$ cat src/rtl/answer_entry.sv
`default_nettype none
// ============================================================================
// Module   : answer_entry
// Purpose  : Player answer capture for the mental-math game. Debounces submit,
//            converts the BCD entry, times the answer, reports a one-shot verdict.
// Revision : 1.0  initial release
// ============================================================================
module answer_entry #(
  parameter int DEBOUNCE_CYCLES = 4,
  parameter int TIMEOUT_CYCLES  = 10
) (
  input  logic       clk,
  input  logic       rst,
  input  logic       arm,
  input  logic [6:0] expected,
  input  logic [7:0] switch,
  input  logic       submit,
  output logic       busy,
  output logic       ans_valid,
  output logic       ans_correct,
  output logic       ans_timeout,
  output logic [6:0] ans_value,
  output logic       entry_err,
  output logic [3:0] time_left
);

  localparam int c_tw = $clog2(TIMEOUT_CYCLES + 1);
  localparam int c_cw = $clog2(DEBOUNCE_CYCLES + 1);
  localparam int c_tx = c_tw + 4;

  localparam logic [c_tw-1:0] c_timer_load = c_tw'(TIMEOUT_CYCLES);
  localparam logic [c_tw-1:0] c_timer_one  = c_tw'(1);
  localparam logic [c_cw-1:0] c_deb_last   = c_cw'(DEBOUNCE_CYCLES - 1);
  localparam logic [c_cw-1:0] c_cnt_one    = c_cw'(1);
  localparam logic [c_tx-1:0] c_sat_limit  = c_tx'(15);

  localparam logic [1:0] c_idle     = 2'd0;
  localparam logic [1:0] c_wait_rel = 2'd1;
  localparam logic [1:0] c_entry    = 2'd2;
  localparam logic [1:0] c_done     = 2'd3;

  logic [1:0]      r_state;
  logic [1:0]      w_next_state;

  logic            r_sync1;
  logic            r_sync2;
  logic            r_deb;
  logic            r_deb_d;
  logic [c_cw-1:0] r_cnt;
  logic            r_sub_edge;

  logic [6:0]      r_expected;
  logic [c_tw-1:0] r_timer;
  logic            r_correct;
  logic            r_timeout;
  logic [6:0]      r_value;
  logic            r_entry_err;

  logic [6:0]      w_tens7;
  logic [6:0]      w_bin;
  logic            w_bcd_ok;
  logic [c_tx-1:0] w_timer_ext;

  logic            w_busy;
  logic            w_ans_valid;
  logic            w_arm_accept;
  logic            w_in_entry;
  logic            w_submit_ok;
  logic            w_submit_bad;
  logic            w_expire;
  logic [3:0]      w_time_left;

  // Switch is held static by the player, so it is decoded directly.
  assign w_tens7     = {3'b000, switch[7:4]};
  assign w_bin       = (w_tens7 << 3) + (w_tens7 << 1) + {3'b000, switch[3:0]};
  assign w_bcd_ok    = (switch[7:4] <= 4'd9) && (switch[3:0] <= 4'd9);
  assign w_timer_ext = {4'b0000, r_timer};

  // Submit conditioning: 2-FF synchronizer, run-length debouncer, rise detect.
  always_ff @(posedge clk or posedge rst) begin
    if (rst) begin
      r_sync1    <= 1'b0;
      r_sync2    <= 1'b0;
      r_deb      <= 1'b0;
      r_deb_d    <= 1'b0;
      r_cnt      <= '0;
      r_sub_edge <= 1'b0;
    end else begin
      r_sync1    <= submit;
      r_sync2    <= r_sync1;
      r_deb_d    <= r_deb;
      r_sub_edge <= r_deb & ~r_deb_d;
      if (r_sync2 == r_deb) begin
        r_cnt <= '0;
      end else if (r_cnt == c_deb_last) begin
        r_deb <= r_sync2;
        r_cnt <= '0;
      end else begin
        r_cnt <= r_cnt + c_cnt_one;
      end
    end
  end

  always_ff @(posedge clk or posedge rst) begin
    if (rst) begin
      r_state <= c_idle;
    end else begin
      r_state <= w_next_state;
    end
  end

  always_comb begin
    w_next_state = r_state;
    case (r_state)
      c_idle:     if (arm) w_next_state = c_wait_rel;
      c_wait_rel: if (!r_deb) w_next_state = c_entry;
      c_entry:    if ((r_sub_edge && w_bcd_ok) || (r_timer == '0)) w_next_state = c_done;
      c_done:     w_next_state = c_idle;
      default:    w_next_state = c_idle;
    endcase
  end

  always_comb begin
    w_busy       = (r_state != c_idle);
    w_ans_valid  = (r_state == c_done);
    w_arm_accept = (r_state == c_idle) && arm;
    w_in_entry   = (r_state == c_entry);
    w_submit_ok  = w_in_entry && r_sub_edge && w_bcd_ok;
    w_submit_bad = w_in_entry && r_sub_edge && !w_bcd_ok;
    // A valid submit in the final timer cycle beats the timeout.
    w_expire     = w_in_entry && (r_timer == '0) && !w_submit_ok;
    w_time_left  = 4'd0;
    if (r_state != c_idle) begin
      w_time_left = (w_timer_ext > c_sat_limit) ? 4'hF : w_timer_ext[3:0];
    end
  end

  always_ff @(posedge clk or posedge rst) begin
    if (rst) begin
      r_expected  <= '0;
      r_timer     <= '0;
      r_correct   <= 1'b0;
      r_timeout   <= 1'b0;
      r_value     <= '0;
      r_entry_err <= 1'b0;
    end else begin
      r_entry_err <= w_submit_bad;
      if (w_arm_accept) begin
        r_expected <= expected;
        r_timer    <= c_timer_load;
        r_correct  <= 1'b0;
        r_timeout  <= 1'b0;
        r_value    <= '0;
      end else if (w_in_entry) begin
        if (r_timer != '0) begin
          r_timer <= r_timer - c_timer_one;
        end
        if (w_submit_ok) begin
          r_value   <= w_bin;
          r_correct <= (w_bin == r_expected);
          r_timeout <= 1'b0;
        end else if (w_expire) begin
          r_value   <= '0;
          r_correct <= 1'b0;
          r_timeout <= 1'b1;
        end
      end
    end
  end

  assign busy        = w_busy;
  assign ans_valid   = w_ans_valid;
  assign ans_correct = r_correct;
  assign ans_timeout = r_timeout;
  assign ans_value   = r_value;
  assign entry_err   = r_entry_err;
  assign time_left   = w_time_left;

endmodule
`default_nettype wire

$ cat config.mk
export PLATFORM = sky130hd
export DESIGN_NAME = answer_entry
export DESIGN_NICKNAME = d
export VERILOG_FILES = /design/src/rtl/answer_entry.sv
export SDC_FILE = /design/constraint.sdc
export NUM_CORES = 1
export LEC_CHECK = 0
export CORE_ASPECT_RATIO = 1.75
export CORE_UTILIZATION = 40
export CTS_CLUSTER_DIAMETER = 80
export DETAILED_ROUTE_END_ITERATION = 6
export PLACE_DENSITY = 0.71
export SETUP_SLACK_MARGIN = 0.5
export SYNTH_ARGS = -nofsm -noshare
export SYNTH_HDL_FRONTEND = slang
export SYNTH_SLANG_ARGS = --single-unit
$ cat constraint.sdc
create_clock -name clk -period 2.6 [get_ports clk]
set_input_delay 0.39 -clock clk [delete_from_list [all_inputs] [get_ports clk]]
set_output_delay 0.39 -clock clk [all_outputs]
set_load 0.005 [all_outputs]
==> flow_metrics.tcl <==
set metrics [dict create \
    initial_core_util 0.422 \
    critical_path_cell_count 10 \
    placed_cell_area_um2 2080 \
    drtIter0Drc 22 \
    syn-num-nets 172 \
    critPathTopFamily "adder cells" \
    worstPathMaxFanout 2 \
    max_slew_margin 0.586 \
    worst_pin_slew_ns 0.621 \
    syn_area_per_cell_um2 12.0 \
    dr.pass1.iters 4 \
    synthTopCellsByArea "dfrtp_1, ha_1, mux2_2" \
    hpwl_um 2550 \
    period_minus_slack_ns 2.09 \
    port_buffers 34 \
    fin_area_um2 2250 \
    ios 35 \
    post_drt_via_cell_ratio 5.10 \
    clk_pin_slew_worst_paths_ns 0.06 \
    drc 0 \
    setup_viol_count_final 0 \
    cts_tree "built" \
    leakage_uw 0.00103 \
    wl_per_cell_um 15.5 \
    fmax_mhz 478 \
    yosys_warnings 0 \
    finClkSkew_ns 0.00548 \
    yosys.cell_types.count 34 \
    critPathRequiredTime_ns 2.79 \
    clkSinkCount 31 \
    synth_xor_area_frac 0.0881 \
    vias 1178 \
    power.density_nw_per_um2 1010 \
    r2r_start "r_state[0]" \
    synth-adder-area-share 0.131 \
    dieArea_um2 4390 \
    slowest_delay_ns 0.55 \
    drive_above_1_share 0.251 \
    fin_tns_setup_ns 0 \
    endpoint "ans_correct" \
    crit_type "input pin to flip-flop" \
    slowest_stage "fa_1" \
    finalWirelength_um 3570 \
    worst_r2r_path_depth 6 \
    cp_num_buf_inv 4 \
    netlist_instances 137 \
    area_growth_pct 36.4 \
    grt_max_degree 32 \
    cts_max_level 2 \
    arrival_ns 2.28 \
    die_h_um 86.9 \
    nNetsFinal 217 \
    synth-simple-area-share 0.0995 \
    synth_top_area_frac 0.471 \
    antenna_found_initial 0 \
    rows 30 \
    cp-startpoint "switch[4]" \
    max_cap_violations 0 \
    yosysTopAreaCell "dfrtp_1" \
    synthMuxAreaShare 0.0638 \
    fp.dieW_um 50.5 \
    grt_pass1_vias 1395 \
    diodes 0 \
    peakVddDrop_uv 602 \
    synth_top_family_by_area "adder cells" \
    slew_violations 0 \
    r2r-end "ans_correct" \
    rsz0062_at_grt "true" \
    gp_congestion 0.832 \
    reg2reg_slack_ns 0.62 \
    hold_class "flip-flop to flip-flop" \
    power_uw 2280 \
    syn_area_um2 1650 \
    synth_seq_area_share 0.471 \
    clk_latency_ns 0.28 \
    ys_ff_latch 31 \
    status "completed" \
    cp_cell_sequence "buf_6 > inv_2 > fa_1 > inv_2 > buf_6 > ha_4 > a21o_1 > a21oi_2 > xnor3_1 > o31ai_1" \
    grt_pass1_wl_um 6070 \
    start_kind "input pin" \
    coreArea_um2 3900 \
    fill_cells 362 \
    hold_violations 0 \
    ant_nets 0 \
    grt_overflow_total 0 \
    cts_buffers 5 \
    grt_use_total 0.187 \
    end_kind "flip-flop" \
    synth_compound_area_frac 0.112 \
    clockBufferDepth 2 \
    timing.final.crit_share 0.804 \
    root_buffer "clkbuf_8" \
]
==> metrics by stage <==
| stage | instances | hold WS, ns | util | setup WS (ns) |
|---|---|---|---|---|
| 2_1_floorplan | 137 | 0.331 | - | 0.482 |
| 3_3_place_gp | 221 | 0.336 | 0.532 | -0.0591 |
| 3_5_place_dp | 221 | 0.339 | 0.532 | -0.145 |
| 4_1_cts | 231 | 0.361 | 0.559 | 0.458 |
| 5_1_grt | 231 | 0.368 | 0.576 | 0.432 |
| 6_report | 231 | 0.355 | 0.576 | 0.510 |
==> cell usage after synthesis (all sizes together) <==
cell / n
a211oi: 1
a21o: 3
a21oi: 5
a22o: 7
a22oi: 1
a31o: 1
and2: 1
and3: 1
and4b: 1
buf: 3
dfrtp: 31
fa: 2
ha: 14
inv: 11
mux2: 9
nand2: 7
nand3: 3
nor2: 5
nor2b: 5
nor3: 2
nor3b: 2
nor4: 1
o211ai: 1
o21ai: 2
o221ai: 1
o31ai: 1
or3b: 1
xnor2: 6
xnor3: 1
xor2: 8
==> where the power goes <==
part	internal, uW	switching, uW	total [uW]
Combinational	624	472	1100
Clock	187	172	360
Sequential	683	140	822
==> worst reg2reg max path: cells and delay by family (launching register included) <==
kind / cells / cell delay [ns]
adder cells (fa/ha/maj): 1 / 0.45
AO/OA/AOI/OAI: 1 / 0.21
buffers and inverters: 1 / 0.12
AND/OR/NAND/NOR: 3 / 0.69
flip-flops: 1 / 0.41
==> flip-flops by register name (all words and copies together) (netlist names) <==
| name | flops |
|---|---|
| ans_timeout | 1 |
| ans_correct | 1 |
| r_expected | 7 |
| r_timer | 4 |
| ans_value | 7 |
| r_deb | 1 |
| r_sync2 | 1 |
| r_sub_edge | 1 |
| r_deb_d | 1 |
| entry_err | 1 |
| r_sync1 | 1 |
| r_cnt | 3 |
| r_state | 2 |
==> metal layers <==
metal | track usage | up-vias | share of wire | wire length [um]
met5 | 0 | - | 0 | 0
met3 | 0.0384 | 7 | 0.037 | 132
li1 | - | 560 | - | -
met2 | 0.332 | 37 | 0.57 | 2030
met1 | 0.206 | 574 | 0.38 | 1350
met4 | 0.0960 | 0 | 0.017 | 61
==> cells in the final DEF, fill, tap and decap left out, types with 2 or more instances in the layout <==
cell and n:
a21o_1 3, a21oi_1 2, a21oi_2 2, a22o_1 7, buf_4 6, buf_6 3, clkbuf_1 2, clkbuf_8 5
clkdlybuf4s50_1 27, dfrtp_1 31, dlygate4sd2_1 2, ha_1 9, ha_2 2, ha_4 3, inv_1 7, inv_2 3
mux2_2 8, nand2_1 6, nand3_1 3, nor2_1 5, nor2b_1 5, nor3_1 2, nor3b_1 2, o21ai_0 2
xnor2_1 5, xor2_1 7
==> cell families after synthesis <==
| family | after synthesis |
|---|---|
| mux | 9 |
| compound gates | 23 |
| buf+inv | 14 |
| flops | 31 |
| fa+ha+maj | 16 |
| xor+xnor | 15 |
| simple gates | 29 |
==> final cells by class <==
| cell class | count | area [um2] | share of cell area |
|---|---|---|---|
| clock inverter | 1 | 5.00 | 0.00223 |
| clock buffer | 7 | 76.3 | 0.0340 |
| inverter | 11 | 43.8 | 0.0195 |
| sequential | 31 | 776 | 0.345 |
| multi-input combinational | 92 | 887 | 0.395 |
| timing repair buffer | 41 | 399 | 0.178 |
| tap | 48 | 60.1 | 0.0267 |
==> what timing repair did <==
item / CTS / global route
gates resized for setup: 27 / 10
setup buffers: 2 / 0
endpoints found under the setup margin: 7 / 6
pin swaps: 8 / 8
hold buffers: 0 / 0
==> worst min path at each step <==
stage | startpoint | to | slack (ns) | cells after the start
6_report | r_sync1 | r_sync2 | 0.35 | 0
5_1_grt | r_sync1 | r_sync2 | 0.37 | 0
4_1_cts | r_sync1 | r_sync2 | 0.36 | 0
3_5_place_dp | r_sync1 | r_sync2 | 0.34 | 0
3_3_place_gp | r_sync1 | r_sync2 | 0.34 | 0
2_1_floorplan | r_sync1 | r_sync2 | 0.33 | 0
No activity file was read; power rests on OpenSTA's default activity.
